--- src/rtl/exibe_sequencia_pkg.sv ---
// Shared definitions for the sequence presentation block: state codes and timer sizing.
package exibe_sequencia_pkg;

   // State codes are visible on db_estado, so every value is pinned explicitly.
   typedef enum logic [3:0] {
      StInicial    = 4'd0,
      StPreparacao = 4'd1,
      StBusca      = 4'd2,
      StAcende     = 4'd3,
      StApaga      = 4'd4,
      StProximo    = 4'd5,
      StFim        = 4'd6
   } estado_t;

   // Width of a counter that must reach max(a, b) - 1; never narrower than 1 bit.
   function automatic int unsigned largura_timer(input int unsigned a, input int unsigned b);
      int unsigned m;
      m = (a > b) ? a : b;
      return (m <= 1) ? 1 : $clog2(m);
   endfunction

endpackage

--- src/rtl/sync_rom_16x4.sv ---
// 16x4 ROM with registered output: data_out reflects the address sampled on the last edge.
module sync_rom_16x4 (
   input  logic       clock,
   input  logic [3:0] address,
   output logic [3:0] data_out
);

   // Registered read of the fixed game sequence.
   always_ff @(posedge clock) begin
      case (address)
         4'h0:    data_out <= 4'h1;
         4'h1:    data_out <= 4'h0;
         4'h2:    data_out <= 4'h4;
         4'h3:    data_out <= 4'h8;
         4'h4:    data_out <= 4'h3;
         4'h5:    data_out <= 4'h6;
         4'h6:    data_out <= 4'hc;
         4'h7:    data_out <= 4'h9;
         4'h8:    data_out <= 4'h5;
         4'h9:    data_out <= 4'ha;
         4'ha:    data_out <= 4'hf;
         4'hb:    data_out <= 4'h7;
         4'hc:    data_out <= 4'he;
         4'hd:    data_out <= 4'hd;
         4'he:    data_out <= 4'hb;
         default: data_out <= 4'h2;
      endcase
   end

endmodule

--- src/rtl/exibe_sequencia.sv ---
// Plays ROM words 0..limite on the LEDs with timed lit/dark gaps, then pulses pronto.
module exibe_sequencia
   import exibe_sequencia_pkg::*;
#(
   parameter int unsigned TEMPO_LED     = 4,
   parameter int unsigned TEMPO_APAGADO = 2
) (
   input  logic       clock,
   input  logic       reset,
   input  logic       iniciar,
   input  logic [3:0] limite,
   output logic [3:0] leds,
   output logic       exibindo,
   output logic       pronto,
   output logic [3:0] db_endereco,
   output logic [3:0] db_estado
);

   localparam int unsigned TW = largura_timer(TEMPO_LED, TEMPO_APAGADO);
   localparam logic [TW-1:0] FIM_LED     = TW'(TEMPO_LED - 1);
   localparam logic [TW-1:0] FIM_APAGADO = TW'(TEMPO_APAGADO - 1);

   estado_t       estado_q, estado_d;
   logic [3:0]    endereco_q, endereco_d;
   logic [3:0]    limite_q, limite_d;
   logic [3:0]    dado_q, dado_d;
   logic [TW-1:0] timer_q, timer_d;
   logic [3:0]    rom_out;

   // The ROM is addressed with the next address so its registered output is already
   // valid for that address by the time busca ends and dado is captured.
   sync_rom_16x4 u_rom (
      .clock    (clock),
      .address  (endereco_d),
      .data_out (rom_out)
   );

   // State and datapath registers.
   always_ff @(posedge clock or posedge reset) begin
      if (reset) begin
         estado_q   <= StInicial;
         endereco_q <= 4'd0;
         limite_q   <= 4'd0;
         dado_q     <= 4'd0;
         timer_q    <= '0;
      end else begin
         estado_q   <= estado_d;
         endereco_q <= endereco_d;
         limite_q   <= limite_d;
         dado_q     <= dado_d;
         timer_q    <= timer_d;
      end
   end

   // Next state and datapath updates.
   always_comb begin
      estado_d   = estado_q;
      endereco_d = endereco_q;
      limite_d   = limite_q;
      dado_d     = dado_q;
      timer_d    = timer_q;
      case (estado_q)
         StInicial: begin
            if (iniciar) begin
               limite_d = limite;
               estado_d = StPreparacao;
            end
         end
         StPreparacao: begin
            endereco_d = 4'd0;
            timer_d    = '0;
            estado_d   = StBusca;
         end
         StBusca: begin
            dado_d   = rom_out;
            estado_d = StAcende;
         end
         StAcende: begin
            if (timer_q == FIM_LED) begin
               timer_d  = '0;
               estado_d = StApaga;
            end else begin
               timer_d = timer_q + TW'(1);
            end
         end
         StApaga: begin
            if (timer_q == FIM_APAGADO) begin
               timer_d  = '0;
               estado_d = (endereco_q == limite_q) ? StFim : StProximo;
            end else begin
               timer_d = timer_q + TW'(1);
            end
         end
         StProximo: begin
            // Only reached when endereco < limite, so this never wraps past 15.
            endereco_d = endereco_q + 4'd1;
            estado_d   = StBusca;
         end
         StFim: begin
            estado_d = StInicial;
         end
         default: begin
            estado_d = StInicial;
         end
      endcase
   end

   // Outputs decoded from registers only.
   always_comb begin
      leds        = (estado_q == StAcende) ? dado_q : 4'd0;
      exibindo    = (estado_q != StInicial) && (estado_q != StFim);
      pronto      = (estado_q == StFim);
      db_endereco = endereco_q;
      db_estado   = estado_q;
   end

endmodule
--- config.mk ---
export PLATFORM = sky130hd
export DESIGN_NAME = exibe_sequencia
export DESIGN_NICKNAME = d
export VERILOG_FILES = /design/src/rtl/exibe_sequencia_pkg.sv /design/src/rtl/sync_rom_16x4.sv /design/src/rtl/exibe_sequencia.sv
export SDC_FILE = /design/constraint.sdc
export NUM_CORES = 1
export LEC_CHECK = 0
export ABC_AREA = 1
export ABC_CLOCK_PERIOD_IN_PS = 5600
export CAP_MARGIN = 0
export CORE_ASPECT_RATIO = 1.75
export CORE_MARGIN = 4
export CORE_UTILIZATION = 38
export CTS_BUF_LIST = sky130_fd_sc_hd__clkbuf_4
export DETAILED_ROUTE_END_ITERATION = 10
export GPL_ROUTABILITY_DRIVEN = 0
export PLACE_DENSITY = 0.68
export SETUP_SLACK_MARGIN = 0.2
export SLEW_MARGIN = 20
export SYNTH_ARGS = -nofsm -noshare
export SYNTH_HDL_FRONTEND = slang
export SYNTH_SLANG_ARGS = --single-unit
export TNS_END_PERCENT = 30
--- constraint.sdc ---
create_clock -name clock -period 5.6 [get_ports clock]
set_input_delay 1.12 -clock clock [delete_from_list [all_inputs] [get_ports clock]]
set_output_delay 1.12 -clock clock [all_outputs]
set_load 0.02 [all_outputs]
Yosys cells after proc, flatten, opt, wreduce, memory -nomap -nowiden. Memories as Yosys holds them, arrays and structs flattened. A register that Yosys moved wholly into a read port is not among the register bits. Index checks and enable logic that the tools add are counted.

Word-level logic and storage cells: 38. Memory bits (read-only): 64. Memories: 1. Bits of input ports: 7. Register bits: 18. Output and inout bits: 14. Memory bits (writable): 0. Bits in latches: 0.

Multipliers: 0. Eq/ne operators: 13. Bitwise gates (word level): 0. Shift operators: 0. Multiplexer cells: 10. Magnitude comparators: 0. Divide/modulo/power cells: 0. Reduce and logical (&&, ||, !) cells: 7. $add $sub $neg: 2.

Memories: (name not given) (words 16, bits a word 4, read ports 1, clocked after memory_dff 1, wr ports 0, RTL line sync_rom_16x4.sv:10) `case (address)`.

Operators by type and width (number): case mux 4 bit (5 select lines) (1); 2-to-1 mux 4 bit (4); equality test 4 x 3 -> 1 bit, second input constant (3); equality test 4 x 2 -> 1 bit, second input constant (2); case mux 4 bit (2 select lines) (1); 2-to-1 mux 2 bit (3); inequality test 2 bit, second input constant (3); case mux 2 bit (3 select lines) (1); adder 4 x 1 -> 4 bit, second input constant (1); equality test 4 x 1 -> 1 bit, second input constant (1); equality test 4 bit (1); logical NOT 4 bit (1); inequality test 4 x 3 -> 1 bit, second input constant (1); nonzero test 4 bit (1); AND reduction 3 bit (1); nonzero test 3 bit (1); adder 2 x 1 -> 2 bit, second input constant (1); equality test 2 x 1 -> 1 bit, second input constant (1); equality test 2 bit, second input constant (1); AND reduction 2 bit (1); OR reduction 2 bit (1); logical AND 1 bit (1).

Longest topological paths before layout. Gate-level depths: netlist of the first run.

Depth in word-level cells: 4. Mapped depth: 11. Mapped depth without buffers: 11.

By module. From an unflattened synthesis of the first run, not the netlist that was laid out.

Cells, all modules: 173. Area total of the unflattened synthesis: 1258.7 sq um.

By module, submodules not included: exibe_sequencia (area each 970.9 sq um, sequential area each 425.4 sq um, instances 1, cells an instance 130); sync_rom_16x4 (area each 287.8 sq um, sequential area each 80.1 sq um, instances 1, cells an instance 43).

Least setup slack after synthesis of the first run. No wires, ideal clock.

Path kind: reg-to-output. Start: register estado_q[2] (netlist: db_estado[2]). End: output port exibindo. Setup slack: 2.941 ns. Stages on the path, launching flop included: 5. Buffers on the path: 1. Arrival time: 1.539 ns. Required time: 4.480 ns. Cells stage by stage: dfrtp_1 clkbuf_2 inv_1 nor3_1 nor2_1.

Cells in the longest elaborated chain, start to end: 2. Elaborated cells on any way between the ends: 3. Classes of those cells: eq/ne: 1; reduce/logical: 2.

RTL lines: start: declaration (RTL line exibe_sequencia.sv:23) `estado_t estado_q, estado_d;`; start signal: assignment (RTL line exibe_sequencia.sv:41) `estado_q <= StInicial;`; start signal: assignment (RTL line exibe_sequencia.sv:47) `estado_q <= estado_d;`; inequality test 4 x 3 -> 1 bit or nonzero test 4 bit (tied branches) (RTL line exibe_sequencia.sv:111) `exibindo = (estado_q != StInicial) && (estado_q != StFim);`; logical AND 1 bit (*) (RTL line exibe_sequencia.sv:111); end: declaration (RTL line exibe_sequencia.sv:13) `output logic exibindo,`.

Mark *: on every way between the ends. The rest lies on a longest branch, timed or not.

Final worst setup path of the first run.
Start: register estado_q[2] (netlist: db_estado[2]). End: output port pronto.

Cells in the longest elaborated chain, start to end: 1.

RTL lines: equality test 4 x 3 -> 1 bit (RTL line exibe_sequencia.sv:112) `pronto = (estado_q == StFim);`; end: declaration (RTL line exibe_sequencia.sv:14) `output logic pronto,`.

Every way passes these cells.

==> summary.md, run 1 <==
| Metric | Value |
|---|---|
| CTS Buf Count | `3` |
| 1st-iter DRT viols | `26` |
| Accumulated negative setup slack | `0 ps` |
| Post-Place Cells | `253` |
| Fin cells | `257` |
| Initial antenna violation count | `0` |
| # rows | `28` |
| Top cells by area, synth | `dfrtp_1 31%, nand2_1 15%, ha_1 9.1%` |
| Comb pwr share | `3.2%` |
| Worst Max-Slew Pin Slew | `681 ps` |
| Clock sink count | `21` |
| Critical Path Start Type | `flip-flop` |
| Core region area | `3430 sq um` |
| Most frequent cells after synthesis | `56 x nand2_1, 29 x inv_1, 21 x nor2_1` |
| Drt total wl | `2.73 mm` |
| Share of total power in the clock network | `31.6%` |
| Nets | `230` |
| Routed vias | `1179` |
| Largest net degree at the start of global routing | `18` |
| Sequential share of power | `65.2%` |
| Max Buffers Root-to-Sink | `2` |
| I/O Pins | `21` |
| Initial core utilization | `40.1%` |
| Post-synthesis sequential area ratio | `36.8%` |
| Leakage | `0.904 nW` |
| Primary FF master, synth | `dfrtp_1` |
| P per Cell Area | `142 nW/um^2` |
| Peak VDD IR | `86.3 uV` |
| Max incr delay on CP | `660 ps` |
| Final instance area | `1640 sq um` |
| Avg Cell Area, Syn | `7.20 sq um` |
| Worst Path Arrival | `1940 ps` |
| Post-DRT Antenna Nets | `0` |
| Vias in the first global route | `1186` |
| # fillers | `377` |
| Synthesized area | `1380 sq um` |
| WL/cell | `10.6 um` |
| Maxcap violations | `0` |
| Worst setup margin | `2540 ps` |
| CTS tree | `done` |
| Max Fclk | `326 MHz` |
| Switching power | `0.0503 mW` |
| Antenna diode count | `0` |
| Layout cells sized above 1 | `11.3%` |
| First-pass DRT Iterations | `4` |
| Pre-CTS setup slack | `2880 ps` |
| Final Hold Viols | `0` |
| Chip width | `53.5 um` |
| Max-slew violations | `0` |
| Synth cell types | `28` |
| YS warnings | `0` |
| Net Sw Frac | `21.7%` |
| Cell family with the largest share of critical-path delay | `buffers and inverters` |
| P&R area growth vs syn | `19.0%` |
| CP max FO | `9` |
| Hold Crit Class | `flip-flop to flip-flop` |
| H-tree depth | `1` |
| Final worst clock skew | `14.2 ps` |
| CP max-delay cell | `clkdlybuf4s50_1` |
| RSZ-0062 raised after global routing | `false` |
| Synth Register Bits | `21` |
| Total track usage | `13.9%` |
| Worst rel slew slack | `54.6%` |
| Post-layout minimum cycle time | `3060 ps` |
| Syn Nets | `208` |
| Die ar. | `4680 sq um` |
| CTS clk-pin slew, worst paths | `130 ps` |
| Core Util, Final | `47.7%` |
| Post-CTS Hold Buffers | `0` |
| Pwr Total | `0.232 mW` |
| Hold_ws | `470 ps` |
| DRC Markers | `0` |
| Global route total overflow | `0` |
| Area of placed instances | `1610 sq um` |
| Port-buffer cells | `19` |
| First-pass GRT wire length | `5.00 mm` |
| Cell chain of the critical path | `inv_1, nor3_1, clkdlybuf4s50_1` |
| Final HPWL DP | `2.21 mm` |
| Worst Path Required | `4480 ps` |
| Top-count cell post-synth | `nand2_1` |
| CP Class | `flip-flop to primary output` |
| P_int | `0.182 mW` |
| Syn Inst Count | `191` |
| Vias per cell | `4.59` |
| Synth top area share | `30.9%` |
| Setup Buffers After CTS | `0` |
| Worst-skew pair later-pin latency | `310 ps` |
| Status | `finished clean` |
| Post-synth EDFFs | `0` |
| Die height | `87.6 um` |
| Crit end category | `primary output` |
| Crit path buf inv count | `2` |
| Cts repair resizes | `0` |
| CTS root buffer | `clkbuf_4` |
| FFs w/ async S/R, synth | `81.0%` |
| # setup viols final | `0` |
| Final clock period utilization by the worst path | `54.7%` |
| Post-synth top area cell | `dfrtp_1` |
[logic make-up after synthesis]
family,Yosys count,synth area share [%]
AOI/OAI and AO/OA,17,7.10
adders and majority gates,10,9.10
buffers and inverters,35,10.1
DFF,21,36.8
other,1,0.273
and+or+nand+nor,107,36.7
[cell usage in the layout, fill, tap and decap left out, types with 3 or more instances in the layout]
master / Yosys / routed
o21ai_1: 3 / 3
nand2_4: 4 / 4
nand2_2: 4 / 4
inv_2: 3 / 3
nand2_1: 56 / 56
clkbuf_4: 0 / 3
nor2_1: 21 / 21
nor2_2: 3 / 3
a21oi_1: 8 / 8
dfxtp_1: 4 / 4
inv_1: 29 / 29
ha_1: 10 / 10
dfrtp_1: 17 / 17
clkdlybuf4s50_1: 0 / 19
nand3_1: 12 / 12
[worst min-delay path, cell delays in order (launching register included)]
cell and delay, ps:
dfxtp_1 310, nor2_1 90, a21oi_1 40
[cell type report]
type	count	area [sq um]	share of cell area [%]
Clock buffer	3	22.5	1.38
Inverter	33	126	7.72
Sequential cell	21	505	30.9
Tap cell	45	56.3	3.44
Clock inverter	1	5.00	0.306
Multi-Input combinational cell	135	731	44.6
Timing Repair Buffer	19	190	11.6
[metal layers]
metal  vias up  wire (um)  track usage, %
met5         -          0               0
met4         0         39            6.05
met3         2         48           0.511
met2        17       1550            26.9
met1       535       1100            14.8
li1        625          -               -
[power by group through the flow]
stage	registers, mW	logic (mW)	clock network [mW]
finish	0.151	0.00749	0.0732
global route	0.151	0.00840	0.0858
CTS	0.151	0.00787	0.0775
detailed placement	0.154	0.00783	0
global placement	0.154	0.00785	0
floorplan	0.154	0.00311	0
[sequential cells by signal (all words and copies together) (netlist names)]
register and flops:
timer_q 2, u_rom.data_out 4, limite_q 4, dado_q 4
db_estado 3, db_endereco 4
[worst paths after layout]
kind / start / endpoint / slack [ps] / depth (start not counted)
worst max-delay path: db_estado[2] / pronto / 2540 / 3
worst min-delay path: u_rom.data_out[2] / dado_q[2] / 470 / 2
worst max register to register: db_estado[2] / u_rom.data_out[0] / 3360 / 10
worst min register to register: u_rom.data_out[2] / dado_q[2] / 470 / 2
max in group asynchronous: reset / db_endereco[0] / 3960 / 2
min in group asynchronous: reset / db_estado[1] / 1200 / 2
Note: power is estimated with default switching activity, not from simulation.
==> inputs of run 2 (changes only) <==
Settings changed: ABC_CLOCK_PERIOD_IN_PS 5600 to 2720, PLACE_DENSITY 0.68 to 0.7.
Clock period 5.6 ns to 2.72 ns, I/O delays scaled along.
==> summary.md, run 2 (synthesis gave the netlist of run 1 again) <==
| Metric | Value |
|---|---|
| Storage cell area | `509 sq um` |
| CP Class | `flip-flop to primary output` |
| Worst Setup EP | `pronto` |
| Vias per cell | `4.64` |
| Area of placed instances | `1610 sq um` |
| Nets | `230` |
| Worst-skew pair later-pin latency | `320 ps` |
| Max Fclk | `411 MHz` |
| Worst rel slew slack | `55.1%` |
| DRC Markers | `0` |
| Post-layout minimum cycle time | `2430 ps` |
| Max-slew violations | `0` |
| Max Buffers Root-to-Sink | `2` |
| P per Cell Area | `295 nW/um^2` |
| CTS clk-pin slew, worst paths | `130 ps` |
| I/O Pins | `21` |
| Most common cell after layout, fill and taps aside | `nand2_1` |
| Crit end category | `primary output` |
| Hold Path Origin | `u_rom.data_out[2]` |
| Worst R2R Setup Slack | `630 ps` |
| CTS tree | `done` |
| CTS root buffer | `clkbuf_4` |
| Hold depth | `2` |
| RSZ-0062 raised after global routing | `true` |
| Core region area | `3430 sq um` |
| WL/cell | `10.8 um` |
| # fillers | `389` |
| Vias in the first global route | `1266` |
| Peak VDD IR | `272 uV` |
| Global route total overflow | `0` |
| CTS Buf Count | `3` |
| Initial antenna violation count | `0` |
| Worst Path Arrival | `1890 ps` |
| Final instance area | `1650 sq um` |
| 1st-iter DRT viols | `13` |
| Most frequent cells in the layout | `56 x nand2_1, 29 x inv_1, 21 x nor2_1, 19 x clkdlybuf4s50_1, 14 x dfrtp_1` |
| Routed vias | `1193` |
| Worst Max-Slew Pin Slew | `673 ps` |
| Antenna diode count | `0` |
| Initial core utilization | `40.1%` |
| P&R area growth vs syn | `19.7%` |
| CP max FO | `9` |
| First-pass DRT Iterations | `4` |
| Die ar. | `4680 sq um` |
| Critical Path Start Type | `flip-flop` |
| Final Hold Viols | `0` |
| Leakage | `0.903 nW` |
| R2R Path End | `u_rom.data_out[0]` |
| Drt total wl | `2.77 mm` |
| Total track usage | `15.1%` |
| # setup viols final | `0` |
| Layout cells sized above 1 | `12.7%` |
| Post-DRT Antenna Nets | `0` |
| Status | `finished clean` |
| Reg2Reg Depth | `10` |
| Hold Crit Class | `flip-flop to flip-flop` |
| Accumulated negative setup slack | `0 ps` |
| Final HPWL DP | `2.19 mm` |
| Pwr Total | `0.486 mW` |
| Chip width | `53.5 um` |
| Port-buffer cells | `19` |
| Crit path from | `db_estado[2]` |
| Setup Buffers After CTS | `0` |
| H-tree depth | `1` |
| Die height | `87.6 um` |
| Footprint of the multi-input gates | `736 sq um` |
| Clock sink count | `21` |
| Worst Path Required | `2180 ps` |
| # rows | `28` |
| Critical R2R Launch | `db_estado[2]` |
| Maxcap violations | `0` |
| Largest net degree at the start of global routing | `18` |
| Final worst clock skew | `10.3 ps` |
| Final clock period utilization by the worst path | `89.4%` |
| First-pass GRT wire length | `5.29 mm` |
## run 2: cell types whose count changed in the layout (fill, tap and decap cells not counted)
cell     change
dfrtp_2      +3
nor2_4       +1
dfrtp_1      -3
nor2_2       -1
## run 2: what timing repair did
item,CTS,global route
gates cloned,0,0
hold buffers,0,0
endpoints found under the setup margin,4,6
resized for setup,1,3
## run 2: power by group
part | total (mW) | internal (mW) | leakage, nW | switching [mW]
logic | 0.0154 | 0.00767 | 0.669 | 0.00778
clock network | 0.159 | 0.0551 | 0.0177 | 0.104
registers | 0.311 | 0.311 | 0.216 | 0
total | 0.486 | 0.374 | 0.903 | 0.112
## run 2: worst min-delay path by stage
stage,endpoint,slack [ps]
after floorplan,dado_q[0],450
after global placement,dado_q[1],450
after detailed placement,dado_q[2],460
after CTS,dado_q[2],480
after global routing,dado_q[3],540
final,dado_q[2],470
## run 2: per-stage QoR
step / std cells / worst slack [ps] / hold WS (ps) / utilization, %
2_1_floorplan: 191 / 637 / 446 / -
3_3_place_gp: 253 / 569 / 449 / 46.9
3_5_place_dp: 253 / 541 / 462 / 46.9
4_1_cts: 257 / 179 / 481 / 47.7
5_1_grt: 257 / 160 / 537 / 47.9
6_report: 257 / 287 / 474 / 47.9
## run 2: metal layers
layer	wire length, um	vias to the layer above	GRT usage [%]
met5	0	-	0
met4	120	0	10.0
met3	64	9	1.87
met2	1490	16	27.0
met1	1090	547	15.7
li1	-	621	-
## run 2: critical path, cell delays in order (launching register included)
cell and delay (ps):
dfrtp_2 510, inv_1 150, nor3_1 250, clkdlybuf4s50_1 660
## run 2: final cells by class
| class | count | area share (%) |
|---|---|---|
| Clock buffer | 3 | 1.37 |
| Tap cell | 45 | 3.42 |
| Sequential cell | 21 | 31.0 |
| Clock inverter | 1 | 0.304 |
| Timing Repair Buffer | 19 | 11.6 |
| Inverter | 33 | 7.68 |
| Multi-Input combinational cell | 135 | 44.7 |
